### src/rtl/vx_issue_sched_pkg.sv
// Shared definitions for the warp issue scheduler: execute-unit type codes,
// execute-unit count, warp-id width helper and performance counter width.
package vx_issue_sched_pkg;

  localparam logic [2:0] EX_ALU = 3'd0;
  localparam logic [2:0] EX_LSU = 3'd1;
  localparam logic [2:0] EX_CSR = 3'd2;
  localparam logic [2:0] EX_FPU = 3'd3;
  localparam logic [2:0] EX_GPU = 3'd4;

  localparam int NUM_EX        = 5;
  localparam int PERF_CTR_BITS = 32;

  // Width of a warp id; a single warp still gets a 1-bit field.
  function automatic int wid_bits(input int n);
    return (n > 1) ? $clog2(n) : 1;
  endfunction

endpackage

### src/rtl/vx_rr_pick.sv
// Combinational rotate-priority picker: grants the first requester found
// scanning upward from ptr, wrapping from N-1 back to 0. N must be a power of
// two so the index wraps by plain truncation.
module vx_rr_pick #(
  parameter int N  = 4,
  parameter int PW = 2
) (
  input  logic [N-1:0]  req,
  input  logic [PW-1:0] ptr,
  output logic [N-1:0]  grant,
  output logic          valid
);

  logic [PW-1:0] idx;

  // Scan requesters from the pointer upward and keep the first hit.
  always_comb begin
    // NOTE: every variable gets a default before the loop so no path leaves it unassigned (no latch).
    grant = '0;
    valid = 1'b0;
    idx   = '0;
    for (int i = 0; i < N; i++) begin
      idx = ptr + PW'(i);
      if (!valid && req[idx]) begin
        grant[idx] = 1'b1;
        valid      = 1'b1;
      end
    end
  end

endmodule

### src/rtl/vx_issue_sched.sv
// Per-core warp issue scheduler. Picks one eligible warp per cycle (round-robin
// with a starvation override), pops its instruction-buffer head and loads it
// into a one-entry issue register handed to dispatch with valid/ready.
// Optional performance counters are enabled by defining ISSUE_SCHED_PERF_EN.
module vx_issue_sched
  import vx_issue_sched_pkg::*;
#(
  parameter int NUM_WARPS    = 4,
  parameter int EX_BITS      = 3,
  parameter int NUM_EX       = vx_issue_sched_pkg::NUM_EX,
  parameter int STARVE_LIMIT = 15
) (
  input  logic                           clk,
  input  logic                           reset,
  input  logic [NUM_WARPS-1:0]           head_valid,
  input  logic [NUM_WARPS*EX_BITS-1:0]   head_ex_type,
  input  logic [NUM_WARPS-1:0]           sb_ready,
  input  logic [NUM_EX-1:0]              eu_ready,
  output logic [NUM_WARPS-1:0]           head_pop,
  output logic                           issue_valid,
  output logic [wid_bits(NUM_WARPS)-1:0] issue_wid,
  output logic [EX_BITS-1:0]             issue_ex_type,
  input  logic                           issue_ready,
  output logic                           starve_active
`ifdef ISSUE_SCHED_PERF_EN
  ,
  output logic [PERF_CTR_BITS-1:0]       perf_sb_stalls,
  output logic [PERF_CTR_BITS-1:0]       perf_eu_stalls,
  output logic [PERF_CTR_BITS-1:0]       perf_issued
`endif
);

  localparam int         WID_W      = wid_bits(NUM_WARPS);
  localparam logic [7:0] STARVE_CNT = 8'(STARVE_LIMIT);

  logic [NUM_WARPS-1:0] elig;
  logic [NUM_WARPS-1:0] rr_grant;
  logic                 rr_valid;
  logic [NUM_WARPS-1:0] starve_grant;
  logic                 starve_hit;
  logic [NUM_WARPS-1:0] sel_grant;
  logic                 sel_valid;
  logic [WID_W-1:0]     sel_wid;
  logic [EX_BITS-1:0]   sel_ex;
  logic                 load;
  logic [WID_W-1:0]     rr_ptr;
  logic [7:0]           wait_cnt [NUM_WARPS];

  // Eligibility: valid head, hazard-free, and its execute unit is ready.
  // Type codes outside the execute-unit range never match and stay ineligible.
  always_comb begin
    elig = '0;
    for (int w = 0; w < NUM_WARPS; w++) begin
      logic eu_ok;
      eu_ok = 1'b0;
      for (int e = 0; e < NUM_EX; e++) begin
        if (head_ex_type[w*EX_BITS +: EX_BITS] == EX_BITS'(e)) eu_ok = eu_ready[e];
      end
      elig[w] = head_valid[w] & sb_ready[w] & eu_ok;
    end
  end

  vx_rr_pick #(
    .N  (NUM_WARPS),
    .PW (WID_W)
  ) u_rr_pick (
    .req   (elig),
    .ptr   (rr_ptr),
    .grant (rr_grant),
    .valid (rr_valid)
  );

  // Starvation override: lowest-index eligible warp whose wait hit the limit.
  always_comb begin
    starve_grant = '0;
    starve_hit   = 1'b0;
    for (int w = 0; w < NUM_WARPS; w++) begin
      if (!starve_hit && elig[w] && (wait_cnt[w] >= STARVE_CNT)) begin
        starve_grant[w] = 1'b1;
        starve_hit      = 1'b1;
      end
    end
  end

  assign load      = !issue_valid || issue_ready;
  assign sel_valid = load && rr_valid;
  assign sel_grant = starve_hit ? starve_grant : rr_grant;
  assign head_pop  = (sel_valid && !reset) ? sel_grant : '0;

  // Encode the one-hot selection into a warp id and capture its execute type.
  always_comb begin
    sel_wid = '0;
    sel_ex  = '0;
    for (int w = 0; w < NUM_WARPS; w++) begin
      if (sel_grant[w]) begin
        sel_wid = WID_W'(w);
        sel_ex  = head_ex_type[w*EX_BITS +: EX_BITS];
      end
    end
  end

  // Issue register and round-robin pointer: load on select, drop on drain, hold otherwise.
  always_ff @(posedge clk) begin
    // NOTE: sequential state uses non-blocking assignments so all registers update from pre-edge values.
    if (reset) begin
      issue_valid   <= 1'b0;
      issue_wid     <= '0;
      issue_ex_type <= '0;
      starve_active <= 1'b0;
      rr_ptr        <= '0;
    end else if (sel_valid) begin
      issue_valid   <= 1'b1;
      issue_wid     <= sel_wid;
      issue_ex_type <= sel_ex;
      starve_active <= starve_hit;
      if (!starve_hit) rr_ptr <= sel_wid + WID_W'(1);
    end else if (load) begin
      issue_valid   <= 1'b0;
      starve_active <= 1'b0;
    end
  end

  // Per-warp wait counters: clear when served or ineligible, else count up and saturate.
  always_ff @(posedge clk) begin
    for (int w = 0; w < NUM_WARPS; w++) begin
      if (reset || !elig[w] || (sel_valid && sel_grant[w])) begin
        wait_cnt[w] <= '0;
      end else if (wait_cnt[w] != 8'hFF) begin
        wait_cnt[w] <= wait_cnt[w] + 8'd1;
      end
    end
  end

`ifdef ISSUE_SCHED_PERF_EN
  logic any_hv;
  logic any_hs;
  assign any_hv = |head_valid;
  assign any_hs = |(head_valid & sb_ready);

  // Stall and issue counters, sampled only on cycles that could load.
  always_ff @(posedge clk) begin
    if (reset) begin
      perf_sb_stalls <= '0;
      perf_eu_stalls <= '0;
      perf_issued    <= '0;
    end else begin
      if (load && any_hv && !any_hs)   perf_sb_stalls <= perf_sb_stalls + 1'b1;
      if (load && any_hs && !(|elig))  perf_eu_stalls <= perf_eu_stalls + 1'b1;
      if (sel_valid)                   perf_issued    <= perf_issued + 1'b1;
    end
  end
`else
  // Performance counters compiled out.
`endif

endmodule

### config.mk
export PLATFORM = sky130hd
export DESIGN_NAME = vx_issue_sched
export DESIGN_NICKNAME = d
export VERILOG_FILES = /design/src/rtl/vx_issue_sched_pkg.sv /design/src/rtl/vx_rr_pick.sv /design/src/rtl/vx_issue_sched.sv
export SDC_FILE = /design/constraint.sdc
export NUM_CORES = 1
export LEC_CHECK = 0
export BUFFER_PORTS_ARGS = -buffer_cell sky130_fd_sc_hd__buf_4
export CAP_MARGIN = 10
export CORE_ASPECT_RATIO = 1.75
export CORE_MARGIN = 2
export CORE_UTILIZATION = 37
export CTS_BUF_LIST = sky130_fd_sc_hd__clkbuf_8
export DETAILED_ROUTE_END_ITERATION = 10
export PLACE_DENSITY = 0.56
export SLEW_MARGIN = 20
export SYNTH_ARGS = -nofsm -noshare
export SYNTH_HDL_FRONTEND = slang
export SYNTH_SLANG_ARGS = --single-unit
### constraint.sdc
create_clock -name clk -period 4.7 [get_ports clk]
set_input_delay 0.94 -clock clk [delete_from_list [all_inputs] [get_ports clk]]
set_output_delay 0.94 -clock clk [all_outputs]
set_load 0.02 [all_outputs]
==> results of run 1 <==
layer usage:
metal  vias to the layer above  wire length [µm]  track usage (%)
li1                       1259                 -                -
met1                      1243              2990             20.4
met2                        54              4030             32.7
met3                        21               222             2.82
met4                         0               282             8.73
met5                         -                 0                0
layout by cell type (no fill, tap or decap), drive strengths merged, types with 2 or more instances in the layout:
cell | Yosys | layout
nor3b | 4 | 4
a211oi | 4 | 4
xor2 | 11 | 11
inv | 10 | 11
nor4bb | 3 | 3
mux2i | 4 | 4
ha | 11 | 11
buf | 1 | 43
o211a | 3 | 3
o311a | 2 | 2
nand3b | 3 | 3
o21ai | 19 | 19
a31oi | 3 | 3
xnor2 | 12 | 12
nor3 | 11 | 11
mux2 | 3 | 3
clkbuf | 3 | 5
and2 | 5 | 5
o211ai | 6 | 6
dfxtp | 9 | 9
nand2 | 24 | 24
and3 | 3 | 3
nor2b | 3 | 3
edfxtp | 32 | 32
or3 | 4 | 4
nor2 | 50 | 50
or2 | 2 | 2
o2111ai | 4 | 4
nor4 | 3 | 3
nand2b | 5 | 5
a21oi | 12 | 12
a31o | 4 | 4
nand3 | 14 | 14
or4 | 2 | 2
a311oi | 4 | 4
final cells by class:
class	instances	share of cell area (%)
Multi-Input combinational cell	256	50.3
Sequential cell	41	33.3
Timing Repair Buffer	43	9.43
Tap cell	88	3.22
Clock buffer	5	2.01
Inverter	10	1.10
Clock inverter	3	0.621
worst paths after layout:
kind	to	startpoint	cells past startpoint
max reg2reg	wait_cnt[0][3]$_SDFFCE_PN0P_	rr_ptr[1]$_SDFFE_PP0P_	10
min	issue_ex_type[1]$_SDFFE_PP0P_	issue_ex_type[1]$_SDFFE_PP0P_	2
max	head_pop[2]	head_ex_type[11]	10
min reg2reg	issue_ex_type[1]$_SDFFE_PP0P_	issue_ex_type[1]$_SDFFE_PP0P_	2
kinds of logic (layout without fill, tap and decap cells):
logic type | after synthesis | in the layout | share of synthesized area (%)
XOR/XNOR | 23 | 23 | 6.90
adder cells (fa/ha/maj) | 11 | 11 | 4.72
AO/OA/AOI/OAI | 75 | 75 | 20.1
flip-flops | 41 | 41 | 39.1
buffers and inverters | 14 | 61 | 1.84
multiplexers | 8 | 8 | 3.56
AND/OR/NAND/NOR | 139 | 139 | 23.8
where the power goes:
group	total, mW	switching, mW	leakage, nW	internal (mW)
Sequential	0.409	0.0109	0.468	0.398
Combinational	0.248	0.147	0.805	0.101
Clock	0.245	0.140	0.0445	0.106
Total	0.902	0.297	1.32	0.605
metrics by stage:
step                      setup WS [ns]  cell area [µm²]
after CTS                         0.304             3420
after detailed placement          0.318             3330
after global placement            0.382             3330
after floorplan                   0.758             2920
final                             0.306             3420
after global routing              0.113             3420
worst max-delay path: cells and delay by family:
| family | cells | cell delay (ns) |
|---|---|---|
| simple gates | 4 | 0.67 |
| compound gates | 3 | 1.23 |
| mux | 1 | 0.31 |
| buf+inv | 2 | 0.30 |
state kept, by name, indices dropped and copies added, names as in the netlist:
name / cells
wait_cnt: 32
issue_wid: 2
issue_ex_type: 3
rr_ptr: 2
starve_active: 1
issue_valid: 1
==> results.yml, run 1 <==
run_status:
  status: "completed"
critical_path:
  critPathMaxStageDelay_ns: 0.51
  worst_ep_required_time_ns: 3.76
  reg2reg_slack_ns: 1.25
  worstSetupPathType: "primary input to output port"
  cp_data_arrival_time_ns: 3.45
  crit_chain: "buf_4, mux2_1, a32o_1, nor2_2, nor4b_1, a311oi_1, nor2_1, a311oi_2, nor2_1, buf_4"
  crit_fanout: 7
  critPathSlowestCell: "a311oi_2"
  end_kind: "output port"
  start_kind: "primary input"
die:
  num_rows: 42
  dieArea_um2: 8640
  design.portCount: 39
  coreArea_um2: 7620
  die_w_um: 71.1
  die_y_um: 121
  initial_utilization_pct: 38.3
layout:
  fillCellCount: 768
  stdcell_count: 446
  finalCoreUtilization_pct: 44.9
  ff_latch_area_um2: 1140
  multi_input_area_um2: 1720
  final_nets: 396
  drive_gt1_share_pct: 19.0
  antenna_cells: 0
  syn2layout_area_growth_pct: 17.4
sta:
  finalSetupTns_ns: 0
  max-slew-margin-rel_pct: 64.2
  rsz0062_at_grt: "no"
  fin_crit_ns: 4.39
  fin_crit_sh_pct: 93.5
  fmax_mhz: 228
  hold_violations: 0
  fin_worst_skew_ns: 0.00612
  setup_viol: 0
  worstMarginPinSlew_ns: 0.533
  drv_slew: 0
  hold_ws_ns: 0.503
run:
  cap_viol_max_count: 0
synthesis:
  yosys.area.top_type: "edfxtp_1"
  ys_warn_count: 0
  synth_seq_cells: 41
  synthTopCellsByArea: "edfxtp_1, nor2_1, dfxtp_1"
  async_flop_share_pct: 0
  synth_enable_flop_cells: 32
  netlist_instances: 311
  synthFlopType: "edfxtp_1"
  syn_nets: 350
  synth_seq_area_share_pct: 39.1
  syn-cell-area_um2: 2920
  netlist.area_leader.share_pct: 32.9
  avgSynthCellArea_um2: 9.38
  synth_most_common_cell: "nor2_1"
  synth_cell_types: 64
  synthTopCellsByCount: "nor2_1, edfxtp_1, nand2_1, nand3_1"
placement:
  dp.cells: 438
  dp.final_hpwl_um: 6050
  gp_congestion: 0.886
  portBuffers: 38
pwr:
  power_leakage_nw: 1.32
  power_density_nw_per_um2: 263
  ir_worst_vdd_mv: 0.179
  p_total_mw: 0.902
clock_network:
  h-tree-depth: 2
  numClockSinks: 41
  holdBufCountCts: 0
  cts-buffers-inserted: 5
  cts_tree: "built"
  clk_path_buf_depth: 2
  post_cts_buffers: 0
  clk_latency_ns: 0.31
  clockRootBuffer: "clkbuf_8"
  cts_resized: 0
  path_clk_slew_ns: 0.09
global_routing:
  antenna_found_initial: 0
  grt_pass1_wl_um: 12500
  grt_pass1_vias: 2540
  grt_max_degree: 16
  grt.overflow.total: 0
  grt_use_total_pct: 18.1
min_path:
  hold_path_class: "register to register"
route:
  vias: 2577
  drt_iter0_markers: 172
  drcViolationCount: 0
  routedWlPerCell_um: 16.9
  antenna_left: 0
  dr.pass1.iters: 4
  drt_wl_total_um: 7530
  via_per_inst: 5.78
(Power assumes the default switching activity.)
==> run 2, diff against run 1 <==
Settings changed: HOLD_SLACK_MARGIN set to 0.12.
Clock period 4.7 ns to 5.5 ns, I/O delays scaled along.
==> results.yml, run 2 (same netlist as run 1, synthesis figures left out) <==
sta:
  finalSetupTns_ns: 0
  worstMarginPinSlew_ns: 0.739
  timing.final.ws_setup_ns: 0.848
  fin_crit_ns: 4.65
  hold_violations: 0
  rsz0062_at_grt: "no"
  drv_slew: 0
  fmax_mhz: 215
  fin_worst_skew_ns: 0.00370
  setup_viol: 0
  max-slew-margin-rel_pct: 50.4
  fin_crit_sh_pct: 84.6
layout:
  syn2layout_area_growth_pct: 17.5
  antenna_cells: 0
  largest_reg_flops: 32
  reg_top3: "wait_cnt (32), issue_ex_type (3)"
  final_nets: 393
  stdcell_count: 443
  final_common_cell: "nor2_1"
  final_cell_mix: "nor2_1, buf_4, edfxtp_1, nand2_1, nand3_1"
  fin_area_um2: 3430
  fillCellCount: 739
  regMostFlops: "wait_cnt"
  drive_gt1_share_pct: 18.0
clock_network:
  holdBufCountCts: 0
  numClockSinks: 41
  clockRootBuffer: "clkbuf_8"
  post_cts_buffers: 0
  cts-buffers-inserted: 5
  cts_tree: "built"
  clk_path_buf_depth: 2
  h-tree-depth: 2
  cts_resized: 0
  clk_latency_ns: 0.30
  path_clk_slew_ns: 0.08
critical_path:
  critPathSlowestCell: "a311oi_2"
  start_kind: "primary input"
  rr_startpoint: "rr_ptr[0]$_SDFFE_PP0P_"
  crit_chain: "buf_4, mux2_1, a32o_1, nor2_2, nor4b_1, a311oi_1, nor2_1, a311oi_2, nor2_1, buf_4"
  critPathMaxStageDelay_ns: 0.50
  worstSetupPathType: "primary input to output port"
  crit_fanout: 7
  crit_start: "head_ex_type[11]"
  worst_ep_required_time_ns: 4.40
  end_kind: "output port"
  cp_data_arrival_time_ns: 3.55
pwr:
  comb_power_share_pct: 25.1
  p_total_mw: 0.812
  p_int_mw: 0.570
  clock_power_share_pct: 31.3
  switching_share_pct: 29.9
  power_density_nw_per_um2: 237
  ir_worst_vdd_mv: 0.116
  seqPwrFrac_pct: 43.7
  power.switching_mw: 0.242
  power_leakage_nw: 1.32
die:
  design.portCount: 39
  initial_utilization_pct: 38.3
  num_rows: 42
  dieArea_um2: 8640
  coreArea_um2: 7620
  die_y_um: 121
  die_w_um: 71.1
placement:
  gp_congestion: 0.858
  dp.cells: 435
  dp.final_hpwl_um: 5840
  placed_cell_area_um2: 3310
  portBuffers: 38
  dp_slack_ns: 0.844
route:
  drcViolationCount: 0
  via_per_inst: 5.70
  antenna_left: 0
  vias: 2525
  routedWlPerCell_um: 16.6
  drt_iter0_markers: 131
  drt_wl_total_um: 7350
  dr.pass1.iters: 4
min_path:
  hold_path_class: "register to register"
  min_from: "issue_ex_type[1]$_SDFFE_PP0P_"
global_routing:
  grt_pass1_vias: 2553
  grt_pass1_wl_um: 12100
  grt_max_degree: 17
  antenna_found_initial: 0
  grt.overflow.total: 0
  grt_use_total_pct: 17.5
run:
  cap_viol_max_count: 0
run_status:
  status: "completed"
run 2: changes by cell type in the layout (fill, tap and decap cells not counted), sizes merged:
| cell | before | now |
|---|---|---|
| clkinv | 1 | 0 |
| bufinv | 0 | 1 |
| clkbuf | 5 | 6 |
| buf | 43 | 40 |
| clkinvlp | 1 | 0 |
run 2: cell type report:
type	count	area [µm²]	area share, %
multi-input combinational	256	1720	50.3
sequential	41	1140	33.3
timing repair buffer	40	300	8.76
tap	88	110	3.21
clock buffer	6	82.6	2.41
inverter	10	37.5	1.09
clock inverter	2	33.8	0.985
run 2: routing by layer:
metal  global-route usage, %  up-vias  wire [µm]
met4                    7.31        0        189
met5                       0        -          0
met1                    20.2     1212       3080
met3                    2.16       17        167
li1                        -     1253          -
met2                    31.8       43       3910
run 2: per-stage QoR:
step | utilization [%] | hold slack, ns
floorplan | - | 0.524
global placement | 43.5 | 0.486
detailed placement | 43.5 | 0.484
CTS | 45.0 | 0.510
global route | 45.0 | 0.525
finish | 45.0 | 0.506
run 2: critical path: cells and delay by family:
family	cells	cell delay, ns
AND/OR/NAND/NOR	4	0.62
AO/OA/AOI/OAI	3	1.22
buffers and inverters	2	0.30
multiplexers	1	0.30
run 2: worst paths after layout:
check	to	slack (ns)	depth (start not counted)
max reg2reg	wait_cnt[3][4]$_SDFFCE_PN0P_	1.67	11
min reg2reg	issue_ex_type[1]$_SDFFE_PP0P_	0.51	2
min	issue_ex_type[1]$_SDFFE_PP0P_	0.51	2
max	head_pop[2]	0.85	10
run 2: power by group through the flow:
stage / Combinational (mW) / Clock (mW) / Sequential, mW
finish: 0.204 / 0.254 / 0.355
global route: 0.222 / 0.270 / 0.356
CTS: 0.202 / 0.261 / 0.354
detailed placement: 0.201 / 0 / 0.361
global placement: 0.202 / 0 / 0.362
floorplan: 0.123 / 0 / 0.364
